**src/rtl/exe_stage.sv**
```systemverilog
// Execute stage: latches the issue bundle, computes the ALU result in one cycle,
// runs mul.w on a 32-step shift-add multiplier, issues data-RAM requests and drives the bypass bus.
module exe_stage #(
    parameter int MUL_STEPS = 32
) (
    input  logic         clk,
    input  logic         reset,
    input  logic         ID_to_EXE_valid,
    input  logic [150:0] ID_to_EXE_bus,
    output logic         EXE_allow_in,
    input  logic         MEM_allow_in,
    output logic         EXE_to_MEM_valid,
    output logic [70:0]  EXE_to_MEM_bus,
    output logic [38:0]  EXE_BY_bus,
    output logic         data_sram_en,
    output logic [3:0]   data_sram_we,
    output logic [31:0]  data_sram_addr,
    output logic [31:0]  data_sram_wdata
);
    localparam int CNT_W = $clog2(MUL_STEPS);
    localparam logic [CNT_W-1:0] CNT_LAST = CNT_W'(MUL_STEPS - 1);
    localparam logic [CNT_W-1:0] CNT_ONE  = CNT_W'(1);

    typedef enum logic [1:0] {
        IDLE = 2'd0,
        BUSY = 2'd1,
        DONE = 2'd2
    } mul_state_e;

    logic         exe_valid_r;
    logic [150:0] bundle_r;
    mul_state_e   state_r;
    mul_state_e   state_nxt_s;
    logic [CNT_W-1:0] cnt_r;
    logic [31:0]  acc_r;
    logic [31:0]  mcand_r;
    logic [31:0]  mplier_r;

    logic         rf_w_en_s;
    logic         rf_w_data_sel_s;
    logic         unused_ram_wd_s;
    logic         ram_we_s;
    logic         ram_en_s;
    logic [31:0]  ram_wdata_s;
    logic [4:0]   w_addr_s;
    logic [12:0]  alu_op_s;
    logic [31:0]  src2_s;
    logic [31:0]  src1_s;
    logic [31:0]  pc_s;

    assign rf_w_en_s       = bundle_r[150];
    assign rf_w_data_sel_s = bundle_r[149];
    assign unused_ram_wd_s = bundle_r[148];
    assign ram_we_s        = bundle_r[147];
    assign ram_en_s        = bundle_r[146];
    assign ram_wdata_s     = bundle_r[145:114];
    assign w_addr_s        = bundle_r[113:109];
    assign alu_op_s        = bundle_r[108:96];
    assign src2_s          = bundle_r[95:64];
    assign src1_s          = bundle_r[63:32];
    assign pc_s            = bundle_r[31:0];

    logic op_mul_s;
    logic ready_go_s;
    logic handoff_s;
    logic mul_start_s;
    logic data_valid_s;

    assign op_mul_s     = alu_op_s[12];
    assign ready_go_s   = ~op_mul_s | (state_r == DONE);
    assign EXE_allow_in = ~exe_valid_r | (ready_go_s & MEM_allow_in);
    assign handoff_s    = exe_valid_r & ready_go_s & MEM_allow_in;
    assign mul_start_s  = (state_r == IDLE) & exe_valid_r & op_mul_s;

    // One-hot ALU; an all-zero alu_op yields zero because every term is masked off.
    logic [4:0]  shamt_s;
    logic [31:0] add_s, sub_s, slt_s, sltu_s, sra_s, alu_res_s;
    assign shamt_s = src2_s[4:0];
    assign add_s   = src1_s + src2_s;
    assign sub_s   = src1_s - src2_s;
    assign slt_s   = {31'd0, ($signed(src1_s) < $signed(src2_s))};
    assign sltu_s  = {31'd0, (src1_s < src2_s)};
    assign sra_s   = $unsigned($signed(src1_s) >>> shamt_s);

    assign alu_res_s = ({32{alu_op_s[0]}}  & add_s)
                     | ({32{alu_op_s[1]}}  & sub_s)
                     | ({32{alu_op_s[2]}}  & slt_s)
                     | ({32{alu_op_s[3]}}  & sltu_s)
                     | ({32{alu_op_s[4]}}  & (src1_s & src2_s))
                     | ({32{alu_op_s[5]}}  & ~(src1_s | src2_s))
                     | ({32{alu_op_s[6]}}  & (src1_s | src2_s))
                     | ({32{alu_op_s[7]}}  & (src1_s ^ src2_s))
                     | ({32{alu_op_s[8]}}  & (src1_s << shamt_s))
                     | ({32{alu_op_s[9]}}  & (src1_s >> shamt_s))
                     | ({32{alu_op_s[10]}} & sra_s)
                     | ({32{alu_op_s[11]}} & src2_s)
                     | ({32{alu_op_s[12]}} & acc_r);

    // Stage valid flag and issue bundle register.
    always_ff @(posedge clk or posedge reset) begin
        if (reset) begin
            exe_valid_r <= 1'b0;
            bundle_r    <= 151'd0;
        end else if (EXE_allow_in) begin
            exe_valid_r <= ID_to_EXE_valid;
            if (ID_to_EXE_valid) begin
                bundle_r <= ID_to_EXE_bus;
            end
        end
    end

    // Multiplier state register.
    always_ff @(posedge clk or posedge reset) begin
        if (reset) begin
            state_r <= IDLE;
        end else begin
            state_r <= state_nxt_s;
        end
    end

    // Multiplier next state; DONE always drops back to IDLE so a following mul restarts cleanly.
    always_comb begin
        state_nxt_s = state_r;
        case (state_r)
            IDLE: begin
                if (mul_start_s) state_nxt_s = BUSY;
                else             state_nxt_s = IDLE;
            end
            BUSY: begin
                if (cnt_r == CNT_LAST) state_nxt_s = DONE;
                else                   state_nxt_s = BUSY;
            end
            DONE: begin
                if (handoff_s) state_nxt_s = IDLE;
                else           state_nxt_s = DONE;
            end
            default: state_nxt_s = IDLE;
        endcase
    end

    // Shift-add datapath: only the low 32 product bits are kept.
    always_ff @(posedge clk or posedge reset) begin
        if (reset) begin
            cnt_r    <= '0;
            acc_r    <= 32'd0;
            mcand_r  <= 32'd0;
            mplier_r <= 32'd0;
        end else if (mul_start_s) begin
            cnt_r    <= '0;
            acc_r    <= 32'd0;
            mcand_r  <= src1_s;
            mplier_r <= src2_s;
        end else if (state_r == BUSY) begin
            if (mplier_r[0]) begin
                acc_r <= acc_r + mcand_r;
            end
            mcand_r  <= mcand_r << 1;
            mplier_r <= mplier_r >> 1;
            cnt_r    <= cnt_r + CNT_ONE;
        end
    end

    assign data_valid_s = exe_valid_r & rf_w_en_s & ~rf_w_data_sel_s
                        & (~op_mul_s | (state_r == DONE));

    assign EXE_to_MEM_valid = exe_valid_r & ready_go_s;
    assign EXE_to_MEM_bus   = {rf_w_en_s, rf_w_data_sel_s, w_addr_s, alu_res_s, pc_s};
    assign EXE_BY_bus       = {w_addr_s, alu_res_s, data_valid_s, exe_valid_r & rf_w_en_s};

    assign data_sram_en    = exe_valid_r & ram_en_s & MEM_allow_in;
    assign data_sram_we    = {4{ram_we_s & data_sram_en}};
    assign data_sram_addr  = alu_res_s;
    assign data_sram_wdata = ram_wdata_s;
endmodule

```
**config.mk**
```make
export PLATFORM = sky130hd
export DESIGN_NAME = exe_stage
export DESIGN_NICKNAME = d
export VERILOG_FILES = /design/src/rtl/exe_stage.sv
export SDC_FILE = /design/constraint.sdc
export NUM_CORES = 1
export LEC_CHECK = 0
export ABC_AREA = 1
export CAP_MARGIN = 0
export CORE_MARGIN = 1.5
export CORE_UTILIZATION = 48
export DETAILED_ROUTE_END_ITERATION = 16
export GPL_ROUTABILITY_DRIVEN = 0
export PLACE_DENSITY = 0.73
export SLEW_MARGIN = 20
export SYNTH_ARGS = -nofsm -noshare
export SYNTH_HDL_FRONTEND = slang
export SYNTH_SLANG_ARGS = --single-unit
```
**constraint.sdc**
```tcl
create_clock -name clk -period 10.9 [get_ports clk]
set_input_delay 2.18 -clock clk [delete_from_list [all_inputs] [get_ports clk]]
set_output_delay 2.18 -clock clk [all_outputs]
set_load 0.02 [all_outputs]
```
Word-level counts from Yosys, hierarchy flattened
Cells that the tools add are included.
{"block": "totals", "output_inout_bits": 181, "in_bits": 155, "reg_bits": 255, "word_cells": 82}
{"block": "op_classes", "n_reduce_logical": 5, "n_bitwise": 45, "eq_ne": 3, "addsub": 4, "n_mux": 13, "n_lt_le_gt_ge": 2, "n_shift": 3}
{"cell": "32-bit bitwise OR", "n": 13}
{"cell": "32-bit bitwise AND", "n": 12}
{"cell": "32-bit 2-to-1 mux", "n": 7}
{"cell": "32-bit adder", "n": 2}
{"cell": "32-bit by 1-bit bitwise AND with 32-bit output", "n": 2}
{"cell": "32-bit < comparator", "n": 2}
{"cell": "32-bit inverter", "n": 1}
{"cell": "32-bit by 5-bit left shift with 32-bit output", "n": 1}
{"cell": "32-bit by 5-bit right shift with 32-bit output", "n": 1}
{"cell": "32-bit by 5-bit >>> shifter with 32-bit output", "n": 1}
{"cell": "32-bit subtractor", "n": 1}
{"cell": "32-bit bitwise XOR", "n": 1}
{"cell": "1-bit bitwise AND", "n": 11}
{"cell": "5-bit 2-to-1 mux", "n": 2}
{"cell": "2-bit case mux with 3 select lines", "n": 1}
{"cell": "5-bit by 1-bit adder with 5-bit output (second input constant)", "n": 1}
{"cell": "5-bit equality test (second input constant)", "n": 1}
{"cell": "2-bit 2-to-1 mux", "n": 2}
{"cell": "2-bit AND reduction", "n": 2}
{"cell": "2-bit nonzero test", "n": 2}
{"cell": "1-bit inverter", "n": 3}
{"cell": "2-bit by 1-bit equality test with 1-bit output (second input constant)", "n": 1}
{"cell": "2-bit equality test (second input constant)", "n": 1}
{"cell": "2-bit logical NOT", "n": 1}
{"cell": "2 further kinds", "n": 3}

Logic depth before layout (Yosys ltp)
{"block": "depth", "word_depth": 14, "depth_mapped": 19, "mapped_depth_nobuf": 16}

Least setup slack after synthesis
No wires, ideal clock.
{"block": "synth_path", "path_kind": "input port to output port", "startpoint": "input port MEM_allow_in", "endpoint": "output port data_sram_we[1]", "cell_stages": 4, "t_required_ns": 8.720, "slack_ns": 5.382, "arrival_time_ns": 3.338, "n_path_buf": 1, "path_cell_list": "inv_1 nor3_1 and2_1 buf_4"}
{"block": "synth_via", "elab_chain_cells": 2}
{"element": "start: declaration", "line_no": "11", "text": "input logic MEM_allow_in,"}
{"element": "1-bit bitwise AND", "line_no": "170", "text": "assign data_sram_en = exe_valid_r & ram_en_s & MEM_allow_in;"}
{"element": "net data_sram_en", "line_no": "15", "text": "output logic data_sram_en,"}
{"element": "1-bit bitwise AND", "line_no": "171", "text": "assign data_sram_we = {4{ram_we_s & data_sram_en}};"}
{"element": "end: declaration", "line_no": "16", "text": "output logic [3:0] data_sram_we,"}
The timed path passes the listed nets, and every way through them passes these cells.

Final worst setup path
{"block": "layout_path", "startpoint": "register bundle_r[67]", "endpoint": "output port data_sram_addr[0]"}
{"block": "layout_via", "elab_chain_cells": 13, "elab_cells_between_ends": 21, "classes_between": "2 x order compare; 3 x shift; 16 x bitwise"}
{"element": "start: declaration", "line_no": "31", "text": "logic [150:0] bundle_r;"}
{"element": "start signal: assignment", "line_no": "107", "text": "bundle_r <= ID_to_EXE_bus;"}
{"element": "32-bit < comparator", "line_no": "81", "text": "assign slt_s = {31'd0, ($signed(src1_s) < $signed(src2_s))};"}
{"element": "32-bit by 1-bit bitwise AND with 32-bit output", "line_no": "87", "text": "| ({32{alu_op_s[2]}} & slt_s)"}
{"element": "32-bit bitwise OR", "line_no": "87"}
{"element": "32-bit bitwise OR", "line_no": "88", "text": "| ({32{alu_op_s[3]}} & sltu_s)"}
{"element": "32-bit bitwise OR", "line_no": "89", "text": "| ({32{alu_op_s[4]}} & (src1_s & src2_s))"}
{"element": "32-bit bitwise OR", "line_no": "90", "text": "| ({32{alu_op_s[5]}} & ~(src1_s | src2_s))"}
{"element": "32-bit bitwise OR", "line_no": "91", "text": "| ({32{alu_op_s[6]}} & (src1_s | src2_s))"}
{"element": "32-bit bitwise OR", "line_no": "92", "text": "| ({32{alu_op_s[7]}} & (src1_s ^ src2_s))"}
{"element": "32-bit bitwise OR", "line_no": "93", "text": "| ({32{alu_op_s[8]}} & (src1_s << shamt_s))"}
{"element": "32-bit bitwise OR", "line_no": "94", "text": "| ({32{alu_op_s[9]}} & (src1_s >> shamt_s))"}
{"element": "32-bit bitwise OR *", "line_no": "95", "text": "| ({32{alu_op_s[10]}} & sra_s)"}
{"element": "32-bit bitwise OR *", "line_no": "96", "text": "| ({32{alu_op_s[11]}} & src2_s)"}
{"element": "32-bit bitwise OR *", "line_no": "97", "text": "| ({32{alu_op_s[12]}} & acc_r);"}
{"element": "end: declaration", "line_no": "17", "text": "output logic [31:0] data_sram_addr,"}
Every way passes the cells marked *; elsewhere a longest branch is shown, timed or not.

==> impl_results.md <==
* # setup viols final at 0
* CP Cell Sequence: buf_4 -> inv_2 -> buf_4 -> ha_1 -> nor2_1 -> nand2_1 -> nand3_1 -> nand2_1 -> nand2_1 -> nand2_1 -> nand2_1 -> nand2_1 -> nand3_1 -> nand3_1 -> nand2_1 -> clkdlybuf4s50_1
* Ant. Diodes at 0
* Post-Synthesis Cell Area at 23,410 um2
* Critical Path Source: bundle_r[67]
* Vias in the first global route at 23,091
* MaxCap Viol Count at 0
* Yosys cell types at 45
* Max frequency at about 150 MHz
* CTS root buf: clkbuf_16
* GR Util met1 at 47.21%
* GR Util met3 at under 10%
* Total CTS buffers at 28
* Worst Setup End Kind: output port
* Arrival time worst endpoint at around 4700 ps
* Synth-to-Final Area Change at 14.44%
* Worst Setup Start Kind: flip-flop
* Initial DRC count at around 4,000
* Post-synthesis register bit count at 254
* Critical path peak fanout at 82
* Setup TNS at 0 ps
* Final period util at a little over three fifths
* Final #Nets at 4,015
* Post-CTS setup buffer count at 0
* R2r startpoint: bundle_r[108]
* Core ar. at 47,950 um2
* Initial antenna violation count at 3
* Most numerous cell on the critical path: nand2_1
* Row count at 80
* Clock transition at path regs at 60 ps
* Clock Latency Late Sink at 590 ps
* Slowest cell on crit path: buf_4
* Total GRT Usage at 35.28%
* CTS sink cnt at 254
* Total number of vias at about 26,000
* Grt peak-use layer: met2
* Remaining antenna violation count after routing at 0
* Post_cts resized at 0
* Critical hold path startpoint: cnt_r[2]
* Commonest non-fill, non-tap cell in the layout: nand2_1
* Htree depth at 1
* Crit-path max cell delay at 660 ps
* Mapped Nets at 3,939
* Clock skew at approximately 34 ps
* FILL cells at 4,721
* GR Overflow Total at 0
* HP Class: reg2reg
* WL/cell at 20.74 um
* Worst-margin pin slew at 1128 ps
* Chip height at 223.8 um
* Drc violations at 0
* Largest net degree at the start of global routing at 158
* First-pass GRT wire length at 136,200 um
* Crit path required time at 8720 ps
* Max Root-Sink Buffers at 3
* # IOs at approximately 340
* DP HPWL at 68,770 um
* Sequential area share after synthesis at between 20% and 30%
* Status: complete, no violations
* Most frequent cells in the layout: 985 x nand2_1, 505 x nand3_1, 424 x inv_1, 334 x clkdlybuf4s50_1, 304 x nor2_1
* Initial DRT Pass Iterations at 8
* Worst setup path class: reg2out
* Die ar. at 50,110 um2
* Drt total wl at 90,420 um
* Initial Util at 48.83%
* Yosys Warn Count at 0
* R2R Setup Slk at 7820 ps
* Chip width at 223.8 um
* CTS Hold Bufs at 0
* Pins over their slew limit at 0
* Final Hold Vio Count at 0
* Share of layout cells above drive strength 1 at under 10%
* Gate Count Post-Synth at ~3,700
* Minimum clock period at 6859 ps
* Avg Vias per Cell at 5.851
* Buffers on Ports at 334
* RSZ-0062 raised after global routing: false
* Syn Area/Cell at 6.412 um2
* Met2 GRT Util at 50.38%
* Worst relative slew slack at 24.50%
* CTS tree: done
-- cell families after synthesis --
group	share of synthesized area (%)
compound gates	12.57
xor+xnor	0.2619
fa+ha+maj	7.204
buf+inv	14.76
flops	27.15
mux	3.608
simple gates	34.45
-- final timing paths --
| kind | to | cells after the start |
|---|---|---|
| worst max register to register | acc_r[6] | 9 |
| worst min register to register | cnt_r[2] | 1 |
| worst min-delay path | cnt_r[2] | 1 |
| worst max-delay path | data_sram_addr[0] | 16 |
| max in group asynchronous | bundle_r[66] | 3 |
| min in group asynchronous | bundle_r[28] | 2 |
-- flip-flops by register name, summed over array words and instances, names as in the netlist --
register and flops:
acc_r 32, cnt_r 5, exe_valid_r 1, mcand_r 32
bundle_r 150, mplier_r 32, state_r 2
-- per-layer routing --
| metal | vias to the layer above | share of wire (%) |
|---|---|---|
| met5 | - | 0.030 |
| met4 | 6 | 7.3 |
| met3 | 318 | 13 |
| met2 | 1846 | 40 |
| met1 | 11396 | 40 |
| li1 | 11937 | - |
-- layout make-up --
cell class	count	area (um2)	share of cell area (%)
clock buffers	38	758.2	2.830
repair buffers	357	3528	13.17
clock inverters	9	113.9	0.4250
well taps	615	769.5	2.872
flip-flops and latches	254	6359	23.73
multi-input cells	2650	13620	50.83
inverters	436	1644	6.136
-- cells in the mapped netlist (all sizes together) --
master	instances	area (um2)
nand2	988	3716
nand3	505	2527
inv	435	1633
nor2	305	1147
dfrtp	254	6356
buf	234	1526
o21ai	228	1145
a21oi	190	950.9
ha	130	1627
clkbuf	77	291.5
mux2	75	844.6
nand4	40	250.2
nor3	36	180.2
o221ai	33	289.0
o211ai	20	150.1
o22ai	18	112.6
nor4	12	90.09
o21bai	12	90.09
and2	11	68.82
o2111ai	7	61.31
xor2	6	52.55
nand3b	5	37.54
a211oi	4	30.03
a221oi	3	26.28
fa	3	60.06
nor3b	3	22.52
o21a	3	22.52
or2	3	18.77
a21boi	2	15.01
a31oi	2	12.51
a32o	2	20.02
a22o	1	8.760
and3	1	6.260
clkinv	1	3.750
o32ai	1	8.760
xnor2	1	8.760
-- critical path, delay by kind of cell, from the launching register on --
family        cells  cell delay, ps
fa+ha+maj         1             490
buf+inv           4            1720
flops             1             360
simple gates     11            1510
-- through the flow --
step | cell area (um2) | setup slack (ps) | cells | utilization [%] | hold WS, ps
2_1_floorplan | 23410 | 1735 | 3651 | - | 446.1
3_3_place_gp | 25910 | 4745 | 4312 | 54.05 | 474.5
3_5_place_dp | 25910 | 4733 | 4312 | 54.05 | 478.1
4_1_cts | 26790 | 4189 | 4359 | 55.87 | 492.4
5_1_grt | 26790 | 3739 | 4359 | 55.88 | 510.8
6_report | 26790 | 4041 | 4359 | 55.88 | 497.7
Power is not shown: default switching activity piles up to over one toggle a cycle in this logic, so the estimate is an artifact.
